## src/rtl/reset_sequencer.sv

```systemverilog
// Staged reset release: holds every downstream domain in reset, then frees them
// one at a time in index order, waiting for each stage's init ack plus a gap.
module reset_sequencer #(
  parameter int STAGES      = 4,
  parameter int HOLD_CYCLES = 16,
  parameter int GAP_CYCLES  = 8,
  parameter int ACK_TIMEOUT = 255
) (
  input  logic              i_clk,
  input  logic              i_rst,
  input  logic              i_swRst,
  input  logic [STAGES-1:0] i_stageAck,
  output logic [STAGES-1:0] o_stageRst,
  output logic [3:0]        o_curStage,
  output logic              o_seqDone,
  output logic              o_timeoutErr
);

  localparam int MAXC_HG = (HOLD_CYCLES > GAP_CYCLES) ? HOLD_CYCLES : GAP_CYCLES;
  localparam int MAXC    = (MAXC_HG > ACK_TIMEOUT) ? MAXC_HG : ACK_TIMEOUT;
  localparam int CW      = (MAXC > 1) ? $clog2(MAXC + 1) : 1;

  localparam logic [CW-1:0] HOLD_LAST = CW'(HOLD_CYCLES - 1);
  localparam logic [CW-1:0] GAP_LAST  = CW'(GAP_CYCLES - 1);
  localparam logic [CW-1:0] ACK_LAST  = (ACK_TIMEOUT == 0) ? '0 : CW'(ACK_TIMEOUT - 1);
  localparam logic [3:0]    LAST_IDX  = 4'(STAGES - 1);
  localparam logic          NO_WAIT   = (ACK_TIMEOUT == 0);

  localparam logic [1:0] S_HOLD = 2'd0;
  localparam logic [1:0] S_WAIT = 2'd1;
  localparam logic [1:0] S_GAP  = 2'd2;
  localparam logic [1:0] S_RUN  = 2'd3;

  logic [1:0]        r_state;
  logic [CW-1:0]     r_cnt;
  logic [3:0]        r_cur;
  logic [STAGES-1:0] r_stageRst;
  logic              r_seqDone;
  logic              r_timeoutErr;

  logic              w_ack;
  logic [3:0]        w_nxtCur;
  logic [STAGES-1:0] w_nxtMask;
  logic              w_ackOk;
  logic              w_waitExit;
  logic              w_isLast;

  // Only the stage currently being waited on has its ack looked at.
  always_comb begin
    w_ack     = 1'b0;
    w_nxtMask = '0;
    w_nxtCur  = r_cur + 4'd1;
    for (int i = 0; i < STAGES; i++) begin
      if (r_cur == 4'(i))    w_ack        = i_stageAck[i];
      if (w_nxtCur == 4'(i)) w_nxtMask[i] = 1'b1;
    end
  end

  assign w_ackOk    = w_ack | NO_WAIT;
  assign w_waitExit = w_ackOk | (r_cnt == ACK_LAST);
  assign w_isLast   = (r_cur == LAST_IDX);

  always_ff @(posedge i_clk) begin
    if (i_rst) begin
      r_state      <= S_HOLD;
      r_cnt        <= '0;
      r_cur        <= '0;
      r_stageRst   <= '1;
      r_seqDone    <= 1'b0;
      r_timeoutErr <= 1'b0;
    end else if (i_swRst) begin
      // Software restart keeps the sticky timeout flag for post-mortem.
      r_state    <= S_HOLD;
      r_cnt      <= '0;
      r_cur      <= '0;
      r_stageRst <= '1;
      r_seqDone  <= 1'b0;
    end else begin
      case (r_state)
        S_HOLD: begin
          if (r_cnt == HOLD_LAST) begin
            r_stageRst[0] <= 1'b0;
            r_cnt         <= '0;
            r_state       <= S_WAIT;
          end else begin
            r_cnt <= r_cnt + CW'(1);
          end
        end
        S_WAIT: begin
          if (w_waitExit) begin
            if (!w_ackOk) r_timeoutErr <= 1'b1;
            r_cnt <= '0;
            if (w_isLast) begin
              r_state   <= S_RUN;
              r_seqDone <= 1'b1;
            end else begin
              r_state <= S_GAP;
            end
          end else begin
            r_cnt <= r_cnt + CW'(1);
          end
        end
        S_GAP: begin
          if (r_cnt == GAP_LAST) begin
            r_cur      <= w_nxtCur;
            r_stageRst <= r_stageRst & ~w_nxtMask;
            r_cnt      <= '0;
            r_state    <= S_WAIT;
          end else begin
            r_cnt <= r_cnt + CW'(1);
          end
        end
        default: ;
      endcase
    end
  end

  assign o_stageRst   = r_stageRst;
  assign o_curStage   = r_cur;
  assign o_seqDone    = r_seqDone;
  assign o_timeoutErr = r_timeoutErr;

endmodule

```

## config.mk

```make
export PLATFORM = sky130hd
export DESIGN_NAME = reset_sequencer
export DESIGN_NICKNAME = d
export VERILOG_FILES = /design/src/rtl/reset_sequencer.sv
export SDC_FILE = /design/constraint.sdc
export NUM_CORES = 1
export LEC_CHECK = 0
export ABC_AREA = 1
export CORE_ASPECT_RATIO = 0.6
export CORE_MARGIN = 4
export CORE_UTILIZATION = 48
export CTS_CLUSTER_SIZE = 40
export DETAILED_ROUTE_END_ITERATION = 12
export PLACE_DENSITY = 0.74
export RECOVER_POWER = 100
export SLEW_MARGIN = 30
export SYNTH_ARGS = -nofsm -noshare
export SYNTH_HDL_FRONTEND = slang
export SYNTH_SLANG_ARGS = --single-unit
```

## constraint.sdc

```tcl
create_clock -name i_clk -period 1.6 [get_ports i_clk]
set_clock_uncertainty 0.1 [all_clocks]
set_input_delay 0.4 -clock i_clk [delete_from_list [all_inputs] [get_ports i_clk]]
set_output_delay 0.4 -clock i_clk [all_outputs]
set_load 0.01 [all_outputs]
```

==> results of run 1 <==
==> cell families (layout without fill, tap and decap cells) <==
logic type,Yosys count,after routing
AOI/OAI and AO/OA,21,21
xor gates and xnor gates,8,8
adders and majority gates,12,12
buffers and inverters,22,70
DFF,20,20
and+or+nand+nor,88,88
==> through the flow <==
| step | cell area [µm²] | power, mW | util, % | hold slack [ns] |
|---|---|---|---|---|
| final | 1960 | 0.974 | 78.4 | 0.348 |
| after global routing | 1960 | 0.998 | 78.4 | 0.378 |
| after CTS | 1790 | 0.958 | 71.6 | 0.358 |
| after detailed placement | 1630 | 0.569 | 64.9 | 0.349 |
| after global placement | 1630 | 0.567 | 64.9 | 0.327 |
| after floorplan | 1260 | 0.534 | - | 0.369 |
==> metal layers <==
metal	vias up	GRT usage, %	share of wire [%]
met2	113	40.3	44
met1	693	29.6	41
met4	0	4.69	5.5
li1	647	-	-
met5	-	0	0
met3	38	4.82	9.9
==> synthesized netlist by cell type (all sizes together) <==
cell type  instances
a211oi             1
a21oi             14
buf                1
clkbuf             1
dfxtp             20
ha                12
inv               20
nand2             41
nand3             11
nand4              4
nor2              29
nor3               3
o21ai              4
o31ai              2
xnor2              3
xor2               5
==> worst max path at each step <==
stage                  start    endpoint  slack, ns  depth (start not counted)
2_1_floorplan  o_curStage[0]    r_cnt[0]       0.06                          9
3_3_place_gp   i_stageAck[1]    r_cnt[3]      -0.18                          8
3_5_place_dp   i_stageAck[1]    r_cnt[0]      -0.30                          8
4_1_cts        o_curStage[0]  r_state[1]      -0.08                         11
5_1_grt        o_curStage[1]  r_state[1]      -0.31                         10
6_report       o_curStage[1]  r_state[1]      -0.23                         10
==> repair_timing <==
item / 4_1_cts / 5_1_grt
buffers inserted: 3 / 4
cloned: 0 / 0
pin swaps: 5 / 10
gates resized for setup: 33 / 42
endpoints found under the setup margin: 25 / 18
hold buffers: 0 / 0
==> report_power, final <==
group | total (mW) | switching (mW) | internal [mW] | leakage [nW]
Clock | 0.404 | 0.184 | 0.220 | 0.0288
Sequential | 0.501 | 0.00384 | 0.497 | 0.165
Combinational | 0.0694 | 0.0345 | 0.0349 | 0.615
Total | 0.974 | 0.222 | 0.751 | 0.810
==> critical path: cells and delay by family, from the launching register on <==
| kind | cells | cell delay, ns |
|---|---|---|
| AND/OR/NAND/NOR | 5 | 0.54 |
| buffers and inverters | 2 | 0.36 |
| adder cells (fa/ha/maj) | 1 | 0.15 |
| flip-flops | 1 | 0.38 |
| AO/OA/AOI/OAI | 2 | 0.23 |
==> cell type report <==
class / count / area (µm²) / share of cell area, %
Clock buffer: 4 / 55.1 / 2.80
Multi-Input combinational cell: 129 / 995 / 50.6
Sequential cell: 20 / 414 / 21.1
Tap cell: 32 / 40.0 / 2.04
Timing Repair Buffer: 46 / 378 / 19.2
Inverter: 20 / 82.6 / 4.20
==> flip-flops by register name (all words and copies together), names as in the netlist <==
name and count:
o_curStage 4, o_seqDone 1, o_stageRst 4, o_timeoutErr 1, r_cnt 8, r_state 2
==> flow_metrics.py, run 1 <==
metrics = {
    "sta": {
        "timing.final.crit_share_pct": 114,
        "tightest_slew_ns": 0.336,
        "setup_viol": 14,
        "finalHoldViolations": 0,
        "finalCriticalPeriod_ns": 1.83,
        "slew-limit-headroom_pct": 77.5,
        "fmax_mhz": 546,
        "tns_ns": -1.89,
        "slew_viol_final": 0,
        "fin_ws_ns": -0.231,
        "rsz0062_at_grt": "yes",
    },
    "grt": {
        "antenna_found_initial": 0,
        "grt_pass1_vias": 1271,
        "grt_use_total_pct": 22.9,
        "grt_max_degree": 12,
        "gr-total-overflow": 0,
        "grt_pass1_wl_mm": 5.95,
    },
    "yosys": {
        "synth_top_area_cell": "dfxtp_1",
        "synth_top_family_by_area": "simple AND/OR/NAND/NOR gates",
        "synth-seq-cells": 20,
        "synth_xor_area_share_pct": 5.57,
        "syn_nets": 190,
        "syn-instance-count": 171,
        "synth.top_cell.area_share_pct": 31.8,
        "synth_area_um2": 1260,
        "synth_mux_area_share_pct": 0,
        "synth.avg_cell_area_um2": 7.36,
        "ys_warn_count": 0,
        "ys_types": 24,
        "synth_area_leaders": "dfxtp_1, ha_1, nand2_1, nor2_1, a21oi_1",
        "synth_compound_area_share_pct": 10.4,
        "synthSimpleGateAreaFrac_pct": 33.6,
        "synthAdderAreaFrac_pct": 11.9,
        "ys_seq_area_share_pct": 31.8,
    },
    "min_path": {
        "min_from": "o_stageRst[1]",
        "min_path_type": "reg -> reg",
        "hold_end": "o_stageRst[1]",
        "min_path_cells": 2,
    },
    "route": {
        "vias": 1491,
        "via_per_inst": 5.94,
        "ant_nets": 0,
        "drt_iter0_markers": 271,
        "routed_wl_mm": 4.59,
        "drc": 0,
        "firstDrtPassIters": 6,
        "routedWlPerCell_um": 18.3,
    },
    "floorplan": {
        "die_h_um": 47.7,
        "die_area_um2": 3530,
        "die_w_um": 74.1,
        "core_um2": 2500,
        "num_io_pins": 17,
        "rows": 14,
        "initial_core_util_pct": 50.2,
    },
    "clock_network": {
        "tritoncts": "yes",
        "cts.sinks": 20,
        "clockRootBuffer": "clkbuf_8",
        "clkSlewWorstSetupHoldPaths_ns": 0.08,
        "clockBufferDepth": 2,
        "clk_latency_ns": 0.27,
        "htree_levels": 1,
        "cts_made_buffers": 3,
    },
    "placed_design": {
        "finalWeightedCongestion": 0.871,
        "dp_slack_ns": -0.295,
        "dpl.cell_count": 240,
        "portBuffers": 16,
        "dp_hpwl_mm": 2.68,
    },
    "cells_and_area": {
        "final_cell_mix": "buf_4, nand2_1, nor2_1",
        "stdcell_count": 251,
        "antennaDiodeCount": 0,
        "drive_gt1_share_pct": 45.7,
        "nets": 239,
        "fillCellCount": 154,
        "area_growth_pct": 56.1,
        "final_common_cell": "buf_4",
    },
    "worst_setup_path": {
        "rr_worst_depth": 10,
        "crit_path_start_kind": "flip-flop",
        "path_cells": "buf_6, ha_4, a21oi_2, nand2_1, nand2_2, nand4_1, buf_4, nand3_4, nand2_2, a21oi_2",
        "rr_endpoint": "r_state[1]",
        "worstSetupEndpointType": "flip-flop",
        "critPathMaxStageDelay_ns": 0.38,
        "path_max_fanout": 4,
        "r2r_setup_slack_ns": -0.23,
        "r2r_start": "o_curStage[1]",
        "critPathKind": "reg -> reg",
        "required_ns": 1.70,
        "cp_slowest_cell": "dfxtp_4",
        "crit_arrival_ns": 1.94,
    },
    "flow_run": {
        "maxCapViolations": 0,
    },
    "outcome": {
        "failed_checks": "negative setup slack",
        "outcome": "complete, but fails checks",
    },
    "pwr": {
        "p_per_area_nw_per_um2": 496,
        "p_leak_nw": 0.810,
        "irDropWorstVdd_mv": 0.483,
    },
}
Note: power is estimated with default switching activity, not from simulation.
==> run 2, diff against run 1 <==
Settings changed: CTS_BUF_LIST set to sky130_fd_sc_hd__clkbuf_16, SLEW_MARGIN 30 to unset.
==> run 2 against run 1 <==
  * The run still ends with negative setup slack left
  * Clock power increased by 32%
  * Register-to-register slack improved by 0.11 ns
  * Sequential power about the same
  * Highest routed layer unchanged
  * Critical path depth unchanged
  * Final cell count decreased by 0.40%
  * Worst setup slack improved by 0.11 ns
  * Critical path type unchanged
  * Non-clock buffer count decreased by 1
  * Via count decreased by 8.0%
  * Hold slack got worse by 0.00061 ns
  * Die area unchanged
  * Clock-buffer cell count decreased by 1
  * First-iteration DRC count decreased by 62%
==> flow_metrics.py, run 2 (synthesis gave the netlist of run 1 again) <==
metrics = {
    "cells_and_area": {
        "largest_register": "r_cnt",
        "final_common_cell": "nand2_1",
        "stdcell_count": 250,
        "drive_gt1_share_pct": 39.0,
        "nets": 238,
        "largest_reg_flops": 8,
        "area_growth_pct": 50.1,
        "antennaDiodeCount": 0,
        "final_cell_mix": "nand2_1, buf_4, nor2_1",
        "fin_area_um2": 1890,
        "fillCellCount": 168,
    },
    "floorplan": {
        "rows": 14,
        "num_io_pins": 17,
        "die_w_um": 74.1,
        "initial_core_util_pct": 50.2,
        "die_area_um2": 3530,
        "die_h_um": 47.7,
        "core_um2": 2500,
    },
    "route": {
        "vias": 1371,
        "firstDrtPassIters": 4,
        "routed_wl_mm": 4.03,
        "via_per_inst": 5.48,
        "routedWlPerCell_um": 16.1,
        "drc": 0,
        "drt_iter0_markers": 102,
        "ant_nets": 0,
    },
    "worst_setup_path": {
        "path_max_fanout": 4,
        "path_cells": "buf_6, ha_4, inv_1, nor2_2, nor2_2, nand2_2, nand4_1, nand3_1, o21ai_1, inv_1",
        "cp_top_family": "simple AND/OR/NAND/NOR gates",
        "crit_arrival_ns": 1.77,
        "cp_slowest_cell": "dfxtp_4",
        "crit_buf_inv": 3,
        "critPathKind": "reg -> reg",
        "crit_path_start_kind": "flip-flop",
        "required_ns": 1.65,
        "worstSetupEndpointType": "flip-flop",
        "cp.depth": 10,
        "crit_end": "r_cnt[2]",
        "r2r_setup_slack_ns": -0.12,
        "critPathMaxStageDelay_ns": 0.36,
        "rr_worst_depth": 10,
        "rr_endpoint": "r_cnt[2]",
        "crit_start": "o_curStage[1]",
        "r2r_start": "o_curStage[1]",
    },
    "placed_design": {
        "dp_hpwl_mm": 2.68,
        "portBuffers": 16,
        "finalWeightedCongestion": 0.871,
        "dp_slack_ns": -0.295,
        "dpl_cell_area_um2": 1630,
        "dpl.cell_count": 240,
    },
    "sta": {
        "slew_viol_final": 0,
        "fin_ws_ns": -0.118,
        "rsz0062_at_grt": "yes",
        "fmax_mhz": 582,
        "setup_viol": 10,
        "timing.final.crit_share_pct": 107,
        "finalHoldViolations": 0,
        "slew-limit-headroom_pct": 80.6,
        "tns_ns": -0.977,
        "finalCriticalPeriod_ns": 1.72,
        "tightest_slew_ns": 0.291,
    },
    "grt": {
        "gr-total-overflow": 0,
        "grt_pass1_vias": 1309,
        "grt_pass1_wl_mm": 5.92,
        "grt_use_total_pct": 22.7,
        "antenna_found_initial": 0,
        "grt_max_degree": 12,
    },
    "clock_network": {
        "cts_made_buffers": 3,
        "clockRootBuffer": "clkbuf_16",
        "htree_levels": 1,
        "tritoncts": "yes",
        "cts.sinks": 20,
        "postCtsHoldBufs": 0,
        "clkSlewWorstSetupHoldPaths_ns": 0.06,
        "clockBufferDepth": 2,
        "clk_latency_ns": 0.26,
    },
    "min_path": {
        "min_path_type": "reg -> reg",
    },
    "pwr": {
        "p_leak_nw": 0.795,
        "p_per_area_nw_per_um2": 581,
        "irDropWorstVdd_mv": 0.493,
    },
    "outcome": {
        "failed_checks": "negative setup slack",
        "outcome": "complete, but fails checks",
    },
    "flow_run": {
        "maxCapViolations": 0,
    },
}
## run 2: cell types whose count changed in the layout (fill, tap and decap cells not counted), moves of 3 or more
cell,previous run,this run
nand2_1,26,30
clkbuf_16,0,3
a21oi_1,4,7
nand2_2,14,11
clkbuf_8,4,0
a21oi_2,10,7
## run 2: power by group
group          internal [mW]  leakage (nW)  switching, mW  total, mW
Combinational         0.0336         0.592         0.0313     0.0648
Clock                  0.334        0.0385          0.198      0.532
Sequential             0.497         0.164        0.00308      0.501
## run 2: per-layer routing
layer  up-vias  part of all wire, %  GRT usage (%)
met4         0                  3.7           6.86
met3        25                  8.1           7.55
met5         -                    0              0
li1        641                    -              -
met1       647                   42           28.0
met2        58                   46           38.6
## run 2: what timing repair did
action / in CTS / in global routing
pin swaps: 6 / 10
setup buffers: 4 / 2
endpoints found under the setup margin: 25 / 15
resized for setup: 34 / 22
cloned: 0 / 0
hold endpoints to repair: 0 / 0
## run 2: final cells by class
type                            instances  area, µm²  area share, %
Inverter                               20       77.6           4.11
Clock inverter                          1       3.75          0.199
Tap cell                               32       40.0           2.12
Timing Repair Buffer                   45        369           19.5
Clock buffer                            3       75.1           3.97
Multi-Input combinational cell        129        912           48.3
Sequential cell                        20        412           21.8
## run 2: how the worst min path moves through the flow
stage	from	end	slack [ns]	cells past startpoint
after floorplan	o_stageRst[3]	o_stageRst[3]	0.37	2
after global placement	o_stageRst[3]	o_stageRst[3]	0.33	2
after CTS	o_stageRst[1]	o_stageRst[1]	0.35	2
final	o_stageRst[1]	o_stageRst[1]	0.35	2
after global routing	o_seqDone	o_seqDone	0.37	2
after detailed placement	o_stageRst[1]	o_stageRst[1]	0.35	2
## run 2: stage by stage
stage               hold slack [ns]  utilization [%]  power (mW)
floorplan                     0.369                -       0.534
global placement              0.327             64.9       0.567
detailed placement            0.349             64.9       0.569
CTS                           0.355             72.2        1.09
global route                  0.375             75.4        1.13
finish                        0.347             75.4        1.10
## run 2: worst register-to-register path, stage by stage (launching register included)
cell,delay [ns]
dfxtp_4,0.36
buf_6,0.12
ha_4,0.15
inv_1,0.07
nor2_2,0.04
nor2_2,0.11
nand2_2,0.08
nand4_1,0.19
nand3_1,0.16
o21ai_1,0.16
inv_1,0.05
==> run 3, diff against run 2 <==
Settings changed: RECOVER_POWER 100 to unset.
==> run 3 against run 2 <==
  * The run still ends with negative setup slack left
  * Wire length fell by 0.40%
  * Worst setup slack gained 0.016 ns
  * Combinational power about the same
  * Power is 0.22% higher
  * Flip-flop and latch count is the same
  * First-iteration DRC count grew 0.98%
  * Core utilization increased by 0.50 points
  * Clock power about the same
  * Final cell count unchanged
  * Via count increased by 1.2%
  * Critical path depth is the same
  * Fmax grew 0.96%
  * Largest cell class unchanged
  * Highest routed layer unchanged
==> flow_metrics.py, run 3 (synthesis gave the netlist of run 1 again) <==
metrics = {
    "outcome": {
        "outcome": "complete, but fails checks",
        "failed_checks": "negative setup slack",
    },
    "route": {
        "drt_iter0_markers": 103,
        "ant_nets": 0,
        "drc": 0,
        "routedWlPerCell_um": 16.1,
        "routed_wl_mm": 4.02,
        "firstDrtPassIters": 4,
        "via_per_inst": 5.55,
        "vias": 1388,
    },
    "pwr": {
        "irDropWorstVdd_mv": 0.496,
        "p_clk_share_pct": 48.5,
        "swShare_pct": 21.3,
        "p_per_area_nw_per_um2": 578,
        "combinationalPowerShare_pct": 5.9,
        "power.internal_mw": 0.865,
        "p_seq_share_pct": 45.5,
        "p_leak_nw": 0.812,
        "p_sw_mw": 0.235,
    },
    "sta": {
        "slew_viol_final": 0,
        "finalCriticalPeriod_ns": 1.70,
        "rsz0062_at_grt": "yes",
        "tns_ns": -0.845,
        "fin_ws_ns": -0.102,
        "finalHoldViolations": 0,
        "setup_viol": 10,
        "timing.hold.ws_ns": 0.347,
        "timing.final.crit_share_pct": 106,
        "fmax_mhz": 588,
        "slew-limit-headroom_pct": 81.1,
        "tightest_slew_ns": 0.283,
    },
    "clock_network": {
        "clk_latency_ns": 0.26,
        "clockRootBuffer": "clkbuf_16",
        "htree_levels": 1,
        "clockBufferDepth": 2,
        "postCtsHoldBufs": 0,
        "tritoncts": "yes",
        "cts.sinks": 20,
        "cts_made_buffers": 3,
        "clkSlewWorstSetupHoldPaths_ns": 0.06,
    },
    "grt": {
        "use_met2_pct": 38.6,
        "grt_pass1_wl_mm": 5.92,
        "grt_use_total_pct": 22.7,
        "gr-total-overflow": 0,
        "grtUsageMet3_pct": 7.55,
        "grt_pass1_vias": 1309,
        "grt_max_degree": 12,
        "antenna_found_initial": 0,
        "top_usage_layer": "met2",
        "met1_usage_pct": 28.0,
    },
    "worst_setup_path": {
        "rr_endpoint": "r_cnt[7]",
        "crit_path_start_kind": "flip-flop",
        "crit_start": "o_curStage[1]",
        "rr_worst_depth": 10,
        "required_ns": 1.65,
        "r2r_setup_slack_ns": -0.10,
        "crit_end": "r_cnt[7]",
        "r2r_start": "o_curStage[1]",
        "critPathKind": "reg -> reg",
        "path_max_fanout": 7,
        "worstSetupEndpointType": "flip-flop",
        "crit_arrival_ns": 1.75,
    },
    "placed_design": {
        "portBuffers": 16,
        "finalWeightedCongestion": 0.871,
        "dp_hpwl_mm": 2.68,
        "dp_slack_ns": -0.295,
    },
    "floorplan": {
        "rows": 14,
        "die_h_um": 47.7,
        "initial_core_util_pct": 50.2,
        "num_io_pins": 17,
        "die_w_um": 74.1,
        "die_area_um2": 3530,
        "core_um2": 2500,
    },
    "cells_and_area": {
        "drive_gt1_share_pct": 40.4,
        "largest_reg_flops": 8,
        "largest_register": "r_cnt",
        "nets": 238,
        "antennaDiodeCount": 0,
        "final_cell_mix": "nand2_1, buf_4, nor2_1",
        "final_common_cell": "nand2_1",
        "area_growth_pct": 51.1,
        "fillCellCount": 166,
    },
    "flow_run": {
        "maxCapViolations": 0,
    },
    "min_path": {
        "min_path_type": "reg -> reg",
    },
}
==> run 3: critical path, stage by stage (launching register included) <==
cell     delay, ns
dfxtp_4       0.36
buf_6         0.12
ha_4          0.15
inv_1         0.07
nor2_2        0.04
nor2_2        0.11
nand2_2       0.08
nand4_1       0.19
nand3_4       0.18
nand2_1       0.12
a21oi_1       0.06
==> run 3: metal layers <==
metal	share of wire [%]	vias to the layer above	wire, µm
li1	-	641	-
met1	42	657	1690
met2	47	68	1880
met3	8.1	22	324
met4	3.1	0	124
met5	0	-	0
==> run 3: repair_timing <==
item	4_1_cts	5_1_grt
gates resized for setup	34	22
buffers inserted	4	2
setup endpoints to repair	25	15
pin swaps	6	10
==> run 3: per-stage QoR <==
step	cells	util (%)	instance area, µm²	power [mW]
CTS	248	72.2	1810	1.09
floorplan	171	-	1260	0.534
global route	250	75.9	1900	1.13
global placement	240	64.9	1630	0.567
finish	250	75.9	1900	1.10
detailed placement	240	64.9	1630	0.569
==> run 3: worst min path at each step <==
stage,start,end,slack [ns],depth (start not counted)
global route,o_seqDone,o_seqDone,0.37,2
floorplan,o_stageRst[3],o_stageRst[3],0.37,2
detailed placement,o_stageRst[1],o_stageRst[1],0.35,2
CTS,o_stageRst[1],o_stageRst[1],0.35,2
global placement,o_stageRst[3],o_stageRst[3],0.33,2
finish,o_stageRst[1],o_stageRst[1],0.35,2
==> run 3: layout make-up <==
| cell class | count | area, µm² | share of cell area [%] |
|---|---|---|---|
| Clock buffer | 3 | 75.1 | 3.95 |
| Clock inverter | 1 | 3.75 | 0.197 |
| Inverter | 20 | 77.6 | 4.08 |
| Multi-Input combinational cell | 129 | 922 | 48.5 |
| Sequential cell | 20 | 414 | 21.8 |
| Tap cell | 32 | 40.0 | 2.11 |
| Timing Repair Buffer | 45 | 369 | 19.4 |
==> run 3: power groups by stage <==
stage                     sequential, mW  combinational, mW  clock [mW]
after floorplan                    0.514             0.0195           0
after global placement             0.513             0.0536           0
after detailed placement           0.514             0.0553           0
after CTS                          0.501             0.0581       0.534
after global routing               0.500             0.0696       0.564
final                              0.501             0.0651       0.534
